===== config.mk =====
export PLATFORM = sky130hd
export DESIGN_NAME = pipe_hdu
export DESIGN_NICKNAME = d
export VERILOG_FILES = /design/src/rtl/pipe_hdu.sv
export SDC_FILE = /design/constraint.sdc
export NUM_CORES = 1
export LEC_CHECK = 0
export ABC_CLOCK_PERIOD_IN_PS = 2600
export CELL_PAD_IN_SITES_DETAIL_PLACEMENT = 0
export CELL_PAD_IN_SITES_GLOBAL_PLACEMENT = 2
export CORE_ASPECT_RATIO = 1.2
export CORE_MARGIN = 2
export CORE_UTILIZATION = 30
export CTS_CLUSTER_SIZE = 10
export DETAILED_ROUTE_END_ITERATION = 10
export PLACE_DENSITY = 0.83
export SLEW_MARGIN = 5
export SYNTH_ARGS = -nofsm -noshare
export SYNTH_HDL_FRONTEND = slang
export SYNTH_SLANG_ARGS = --single-unit

===== constraint.sdc =====
create_clock -name clk_i -period 2.6 [get_ports clk_i]
set_input_delay 0.52 -clock clk_i [delete_from_list [all_inputs] [get_ports clk_i]]
set_output_delay 0.52 -clock clk_i [all_outputs]
set_load 0.05 [all_outputs]

===== src/rtl/pipe_hdu.sv =====
// Hazard detection and forwarding unit for the hxd32 5-stage pipeline.
// Shadows the EX and MEM destinations. It produces the load-use stall, the redirect flush and the EX-aligned forward selects.
module pipe_hdu #(
    parameter int CNT_W = 16
) (
    input  logic             clk_i,
    input  logic             rst_n_i,
    input  logic             hold_i,
    input  logic             redirect_i,
    input  logic             rd_wr_en_i,
    input  logic [1:0]       rd_wr_sel_i,
    input  logic [4:0]       rd_wr_addr_i,
    input  logic             rs1_rd_en_i,
    input  logic             rs2_rd_en_i,
    input  logic [4:0]       rs1_rd_addr_i,
    input  logic [4:0]       rs2_rd_addr_i,
    output logic             stall_o,
    output logic             flush_o,
    output logic [1:0]       rs1_fwd_sel_o,
    output logic [1:0]       rs2_fwd_sel_o,
    output logic [CNT_W-1:0] stall_cnt_o
);

    localparam logic [1:0] FWD_RF  = 2'b00;
    localparam logic [1:0] FWD_MEM = 2'b01;
    localparam logic [1:0] FWD_WB  = 2'b10;

    // The WB result reaches ID through regfile write-through, so the retiring
    // slot is never consulted. The load flag only matters while in EX.
    logic             ex_en_q, ex_en_d;
    logic [4:0]       ex_addr_q, ex_addr_d;
    logic             ex_load_q, ex_load_d;
    logic             mem_en_q, mem_en_d;
    logic [4:0]       mem_addr_q, mem_addr_d;
    logic [1:0]       rs1_fwd_q, rs1_fwd_d;
    logic [1:0]       rs2_fwd_q, rs2_fwd_d;
    logic [CNT_W-1:0] stall_cnt_q, stall_cnt_d;

    logic rs1_ex_hit, rs2_ex_hit, rs1_mem_hit, rs2_mem_hit, bubble;

    function automatic logic hit(input logic rd_en, input logic [4:0] rs,
                                 input logic s_en, input logic [4:0] s_addr);
        return rd_en && (rs != 5'd0) && s_en && (s_addr != 5'd0) && (s_addr == rs);
    endfunction

    always_comb begin
        rs1_ex_hit  = hit(rs1_rd_en_i, rs1_rd_addr_i, ex_en_q, ex_addr_q);
        rs2_ex_hit  = hit(rs2_rd_en_i, rs2_rd_addr_i, ex_en_q, ex_addr_q);
        rs1_mem_hit = hit(rs1_rd_en_i, rs1_rd_addr_i, mem_en_q, mem_addr_q);
        rs2_mem_hit = hit(rs2_rd_en_i, rs2_rd_addr_i, mem_en_q, mem_addr_q);

        // Redirect wins over stall; both are suppressed while reset is low.
        stall_o = rst_n_i && !redirect_i && ex_load_q && (rs1_ex_hit || rs2_ex_hit);
        flush_o = rst_n_i && redirect_i;
        bubble  = stall_o || flush_o;

        ex_en_d     = ex_en_q;
        ex_addr_d   = ex_addr_q;
        ex_load_d   = ex_load_q;
        mem_en_d    = mem_en_q;
        mem_addr_d  = mem_addr_q;
        rs1_fwd_d   = rs1_fwd_q;
        rs2_fwd_d   = rs2_fwd_q;
        stall_cnt_d = stall_cnt_q;

        if (!hold_i) begin
            mem_en_d   = ex_en_q;
            mem_addr_d = ex_addr_q;
            if (bubble) begin
                ex_en_d   = 1'b0;
                ex_addr_d = 5'd0;
                ex_load_d = 1'b0;
                rs1_fwd_d = FWD_RF;
                rs2_fwd_d = FWD_RF;
            end else begin
                ex_en_d   = rd_wr_en_i;
                ex_addr_d = rd_wr_addr_i;
                ex_load_d = (rd_wr_sel_i == 2'b01);
                // Nearest producer wins: EX-slot result sits in MEM next cycle.
                rs1_fwd_d = rs1_ex_hit ? FWD_MEM : (rs1_mem_hit ? FWD_WB : FWD_RF);
                rs2_fwd_d = rs2_ex_hit ? FWD_MEM : (rs2_mem_hit ? FWD_WB : FWD_RF);
            end
            if (stall_o && (stall_cnt_q != {CNT_W{1'b1}}))
                stall_cnt_d = stall_cnt_q + CNT_W'(1);
        end
    end

    always_ff @(posedge clk_i or negedge rst_n_i) begin
        if (!rst_n_i) begin
            ex_en_q     <= 1'b0;
            ex_addr_q   <= 5'd0;
            ex_load_q   <= 1'b0;
            mem_en_q    <= 1'b0;
            mem_addr_q  <= 5'd0;
            rs1_fwd_q   <= FWD_RF;
            rs2_fwd_q   <= FWD_RF;
            stall_cnt_q <= '0;
        end else begin
            ex_en_q     <= ex_en_d;
            ex_addr_q   <= ex_addr_d;
            ex_load_q   <= ex_load_d;
            mem_en_q    <= mem_en_d;
            mem_addr_q  <= mem_addr_d;
            rs1_fwd_q   <= rs1_fwd_d;
            rs2_fwd_q   <= rs2_fwd_d;
            stall_cnt_q <= stall_cnt_d;
        end
    end

    assign rs1_fwd_sel_o = rs1_fwd_q;
    assign rs2_fwd_sel_o = rs2_fwd_q;
    assign stall_cnt_o   = stall_cnt_q;

endmodule


==> run_results.csv, run 1 <==
group,metric,value,unit
clocking,cts_hold_buf,0,
detailed_routing,drt-initial-drc-count,67,
grt,grt_pass1_wl,7570,um
logic_synthesis,synth.distinct_cells,34,
sta,skew,3.87,ps
critical_path,crit_type,"reg -> out",
worst_hold_path,min_path_type,"reg -> reg",
logic_synthesis,ys_warn_count,0,
detailed_routing,drc_errors,0,
grt,grtUsageTotal,15.2,%
clocking,cts_buffer_depth,2,
finish,drive_gt1_share,23.7,%
detailed_routing,ant_nets,0,
detailed_routing,postRouteWirelength,4510,um
power_and_ir_drop,p_total,1.34,mW
sta,setup-violations-final,0,
critical_path,cp-start-kind,"flip-flop",
logic_synthesis,synthesis.area,1800,um^2
finish,final_common_cell,"clkdlybuf4s50_1",
finish,mostFrequentLayoutCells,"33 x clkdlybuf4s50_1, 30 x dfrtp_1, 22 x buf_4, 18 x xor2_1, 15 x xnor2_1",
placement,dp_hpwl,3330,um
floorplanning,die_h,88.8,um
flow_run,max_cap_violations,0,
grt,antenna_found_initial,0,
clocking,cts_tree,"built",
sta,maxSlewViolCount,0,
detailed_routing,avgViaCountPerCell,4.77,
critical_path,crit_path_end_kind,"output pin",
logic_synthesis,synth_nets,187,
run_status,status,"completed",
placement,port_buffers,45,
clocking,clk_pin_slew,70,ps
grt,grt_pass1_vias,1553,
finish,design_area,2740,um^2
placement,place_congestion,0.817,
clocking,root_buffer,"clkbuf_8",
sta,setup-tns-final,0,ps
finish,area_growth,52.5,%
clocking,cts_made_buffers,5,
floorplanning,initial_core_util,31.3,%
clocking,clock_latency,280,ps
sta,rsz0062_at_grt,"no",
finish,finish.utilization,47.8,%
sta,hold_ws,492,ps
power_and_ir_drop,leakagePower,1.21,nW
grt,grt_max_degree,35,
sta,layout_worst_path_cycle_share,97.4,%
critical_path,cp.required,2080,ps
power_and_ir_drop,p_per_area,489,nW/um^2
detailed_routing,firstDrtPassIters,4,
placement,postPlaceCellArea,2530,um^2
detailed_routing,via_count,1507,
sta,min_period,2530,ps
clocking,cts.sinks,33,
detailed_routing,wl_per_cell,14.3,um
logic_synthesis,synth_area_per_cell,11.1,um^2
floorplanning,dieArea,6640,um^2
logic_synthesis,synth-seq-cells,33,
floorplanning,coreArea,5740,um^2
floorplanning,pin_count,46,
critical_path,worstPathMaxFanout,5,
floorplanning,die_w,74.7,um
grt,overflow,0,
sta,tightestPinTransition,511,ps
clocking,htree_levels,2,
sta,hold_violations,0,
sta,timing.fmax,0.395,GHz
sta,maxSlewHeadroom,65.8,%
finish,nets,260,
logic_synthesis,synth_seq_area_share,45.9,%
floorplanning,rows,30,
power_and_ir_drop,ir_drop,0.319,mV
logic_synthesis,syn_inst,162,
finish,n_antenna_cell,0,
critical_path,arrival,2010,ps
==> area by class of cell <==
cell class                 instances  area (um^2)
clock buffer                       5         68.8
fill                             555         3000
inverter                           4         15.0
multi-input combinational        122         1010
tap                               80          100
timing repair buffer              69          654
clock inverter                     3         65.1
sequential                        33          830
==> through the flow <==
step	instances	setup WS (ps)
final	316	66.4
after global routing	316	2.31
after CTS	315	9.70
after detailed placement	305	-158
after global placement	305	-112
after floorplan	162	121
==> final timing paths <==
check                           cells after the start  slack (ps)    startpoint         endpoint
worst max register to register                      8         350  ex_addr_q[1]   stall_cnt_o[1]
min in group asynchronous                           2         750       rst_n_i  stall_cnt_o[14]
worst max-delay path                                6          70  ex_addr_q[1]          stall_o
worst min-delay path                                1         490      mem_en_q         mem_en_q
max in group asynchronous                           2        1530       rst_n_i     ex_addr_q[3]
worst min register to register                      1         490      mem_en_q         mem_en_q
==> sequential cells by signal, indices dropped and copies added, names as in the netlist <==
name / count
ex_en_q: 1
rs1_fwd_sel_o: 2
rs2_fwd_sel_o: 2
stall_cnt_o: 16
mem_en_q: 1
mem_addr_q: 5
ex_addr_q: 5
ex_load_q: 1
==> synthesized netlist by cell type <==
master / instances / area share (%)
and4_1: 2 / 0.97
nor4_1: 2 / 0.70
buf_1: 1 / 0.21
nand2_1: 13 / 2.7
o21a_1: 1 / 0.42
mux2_1: 7 / 4.4
nor4_4: 2 / 2.4
nand4_1: 1 / 0.35
or2_2: 1 / 0.35
clkbuf_1: 1 / 0.21
xor2_1: 18 / 8.8
and2_1: 1 / 0.35
and4bb_1: 2 / 1.4
nor4_2: 1 / 0.70
dfrtp_1: 33 / 46
a22o_1: 6 / 2.9
nor3b_2: 1 / 0.70
xnor2_1: 17 / 8.3
nor4b_2: 1 / 0.83
or4_1: 4 / 1.7
nor2_4: 1 / 0.63
nor3_1: 11 / 3.1
o2111ai_2: 1 / 0.83
nor2_1: 5 / 1.0
inv_1: 4 / 0.83
o21ai_0: 2 / 0.56
or3_1: 1 / 0.35
buf_4: 1 / 0.42
ha_1: 1 / 0.70
o21ai_1: 4 / 1.1
o21ai_2: 2 / 0.97
nand3_1: 10 / 2.8
nor3_4: 1 / 0.90
a32o_1: 3 / 1.7
==> power by group <==
| group | switching, mW | leakage [nW] | internal (mW) |
|---|---|---|---|
| registers | 0.0369 | 0.435 | 0.537 |
| clock network | 0.187 | 0.0681 | 0.381 |
| logic | 0.0885 | 0.711 | 0.113 |
==> timing repair <==
item,in CTS,in global routing
pin swaps,10,2
cloned,0,0
setup buffers,2,1
gates resized for setup,21,4
setup endpoints to repair,1,1
hold endpoints to repair,0,0
==> logic make-up after synthesis <==
group | synth area share, %
xor+xnor | 17.0
mux | 4.38
fa+ha+maj | 0.695
compound gates | 8.48
buf+inv | 1.67
flops | 45.9
simple gates | 21.8
==> critical path, stage by stage, from the launching register on <==
cell and delay [ps]:
dfrtp_2 450, or4_4 560, o21ai_4 240, nor4_4 90, nor2_4 160, nor3_4 70
buf_12 150
==> layer usage <==
layer	routed length (um)	vias up	track usage, %
met5	0	-	0
met4	56	0	4.38
met3	296	7	4.67
met2	2240	40	25.3
met1	1920	733	19.1
li1	-	727	-
(Power assumes the default switching activity.)
==> inputs of run 2 (changes only) <==
--- a/config.mk
+++ b/config.mk
@@ -14,6 +14,7 @@
 export CTS_CLUSTER_SIZE = 10
 export DETAILED_ROUTE_END_ITERATION = 10
 export PLACE_DENSITY = 0.83
+export REMOVE_ABC_BUFFERS = 1
 export SLEW_MARGIN = 5
 export SYNTH_ARGS = -nofsm -noshare
 export SYNTH_HDL_FRONTEND = slang
==> run 2 against run 1 <==
- maximum frequency is essentially flat
- register-to-register slack lost 30 ps
- clock power shrank 32%
- first-iteration DRC count shrank 12%
- hold slack lost 2.1 ps
- die area is the same
- global-route usage shrank 0.55 points
- utilization shrank 1.2 points
- wire length shrank 1.3%
- count of clock-buffer cells in the layout grew 2
- critical path type is now in -> out
- largest cell class unchanged
==> run_results.csv, run 2 (synthesis gave the netlist of run 1 again) <==
group,metric,value,unit
critical_path,cp_slowest_stage_delay,560,ps
detailed_routing,ant_nets,0,
power_and_ir_drop,p_per_area,431,nW/um^2
critical_path,r2r_start,"ex_addr_q[1]",
floorplanning,die_w,74.7,um
clocking,clk_pin_slew,60,ps
power_and_ir_drop,leakagePower,1.19,nW
critical_path,path_cells,"dlygate4sd2_1 > or4_4 > o21ai_4 > nor4_4 > nor2_4 > nor3_4 > buf_12",
critical_path,ff2ff_path_depth,8,
sta,maxSlewViolCount,0,
critical_path,worstReg2RegEnd,"stall_cnt_o[9]",
finish,instances_no_fill,315,
flow_run,max_cap_violations,0,
grt,grtUsageTotal,14.7,%
finish,drive_gt1_share,21.7,%
run_status,status,"completed",
placement,placed_cells,305,
sta,timing.fmax,0.395,GHz
floorplanning,coreArea,5740,um^2
floorplanning,pin_count,46,
critical_path,cp-start-kind,"primary input",
critical_path,cp_slowest_cell,"or4_4",
detailed_routing,top_layer,"met4",
finish,finish.utilization,46.6,%
finish,area_growth,48.7,%
finish,largest_reg_flops,16,
sta,min_period,2530,ps
grt,grt_pass1_vias,1533,
worst_hold_path,whs_endpoint,"rs2_fwd_sel_o[0]",
grt,antenna_found_initial,0,
clocking,cts_buffer_depth,2,
detailed_routing,firstDrtPassIters,4,
placement,dp_hpwl,3350,um
detailed_routing,drt-met1-wl,2050,um
detailed_routing,route.met3.wl,175,um
sta,rsz0062_at_grt,"no",
finish,n_antenna_cell,0,
critical_path,crit_type,"in -> out",
power_and_ir_drop,ir_drop,0.308,mV
sta,maxSlewHeadroom,65.9,%
detailed_routing,avgViaCountPerCell,4.75,
floorplanning,initial_core_util,31.3,%
critical_path,cp.required,2080,ps
worst_hold_path,worst_hold_path.num_cells,2,
clocking,clock_latency,280,ps
grt,grt_max_degree,22,
clocking,cts_tree,"built",
placement,place_congestion,0.792,
clocking,cts.sinks,33,
power_and_ir_drop,p_total,1.15,mW
detailed_routing,drt-initial-drc-count,59,
clocking,htree_levels,2,
grt,grt_pass1_wl,7250,um
sta,layout_worst_path_cycle_share,97.4,%
worst_hold_path,min_path_type,"reg -> reg",
floorplanning,rows,30,
worst_hold_path,min_from,"rs2_fwd_sel_o[0]",
clocking,cts_made_buffers,5,
finish,nFillCells,564,
detailed_routing,via_count,1495,
finish,mostFrequentLayoutCells,"33 x dfrtp_1, 33 x clkdlybuf4s50_1, 23 x buf_4, 18 x xor2_1, 16 x xnor2_1",
detailed_routing,drc_errors,0,
detailed_routing,postRouteWirelength,4450,um
floorplanning,dieArea,6640,um^2
critical_path,crit_path_end_kind,"output pin",
detailed_routing,wl_met2,2180,um
sta,hold_ws,490,ps
sta,setup-violations-final,0,
sta,skew,2.84,ps
critical_path,regToRegSetupSlack,320,ps
critical_path,arrival,2010,ps
floorplanning,die_h,88.8,um
critical_path,worstPathMaxFanout,3,
sta,hold_violations,0,
placement,port_buffers,45,
detailed_routing,wl_per_cell,14.1,um
sta,tightestPinTransition,509,ps
grt,overflow,0,
clocking,root_buffer,"clkbuf_8",
finish,nets,260,
run 2: changes by cell type in the layout (fill, tap and decap cells not counted), sizes merged:
cell	previous run	this run
clkbuf	5	7
bufinv	2	0
clkinv	1	0
run 2: worst max-delay path by stage:
stage	start	end	slack, ps
after CTS	ex_addr_q[1]	stall_o	10
final	rs1_rd_addr_i[4]	stall_o	70
after floorplan	rs2_rd_addr_i[4]	stall_o	-310
after global placement	rs2_rd_addr_i[2]	stall_o	-240
after global routing	rs1_rd_addr_i[4]	stall_o	8
after detailed placement	rs2_rd_addr_i[1]	stall_o	-220
run 2: area by class of cell:
cell class / count / area (um^2) / area share [%]
clock buffer: 7 / 86.3 / 3.23
multi-input combinational: 122 / 1010 / 37.6
inverter: 4 / 15.0 / 0.561
tap: 80 / 100 / 3.74
timing repair buffer: 69 / 642 / 24.0
sequential: 33 / 826 / 30.9
run 2: stage by stage:
stage	cell area, um^2	TNS, ps	setup slack [ps]
floorplan	1780	-312	-312
global placement	2510	-2390	-238
detailed placement	2510	-2720	-217
CTS	2670	0	14.6
global route	2680	0	8.36
finish	2680	0	68.5
run 2: critical path, delay by kind of cell:
family          cells  cell delay [ps]
buf+inv             2              430
simple gates        4              860
compound gates      1              200
run 2: repair_timing:
| action | in CTS | in global routing |
|---|---|---|
| hold buffers | 0 | 0 |
| setup endpoints to repair | 1 | 1 |
| buffers inserted | 3 | 0 |
| gates resized for setup | 22 | 1 |
| pin swaps | 9 | 0 |
run 2: layer usage:
metal / GRT usage, % / vias up
li1: - / 722
met1: 18.9 / 735
met2: 24.3 / 34
met3: 3.64 / 4
met4: 4.38 / 0
met5: 0 / -
run 2: report_power, final:
part | switching, mW | internal, mW | leakage [nW]
Clock | 0.173 | 0.210 | 0.0443
Combinational | 0.0898 | 0.108 | 0.703
Sequential | 0.0356 | 0.537 | 0.439
Total | 0.299 | 0.855 | 1.19
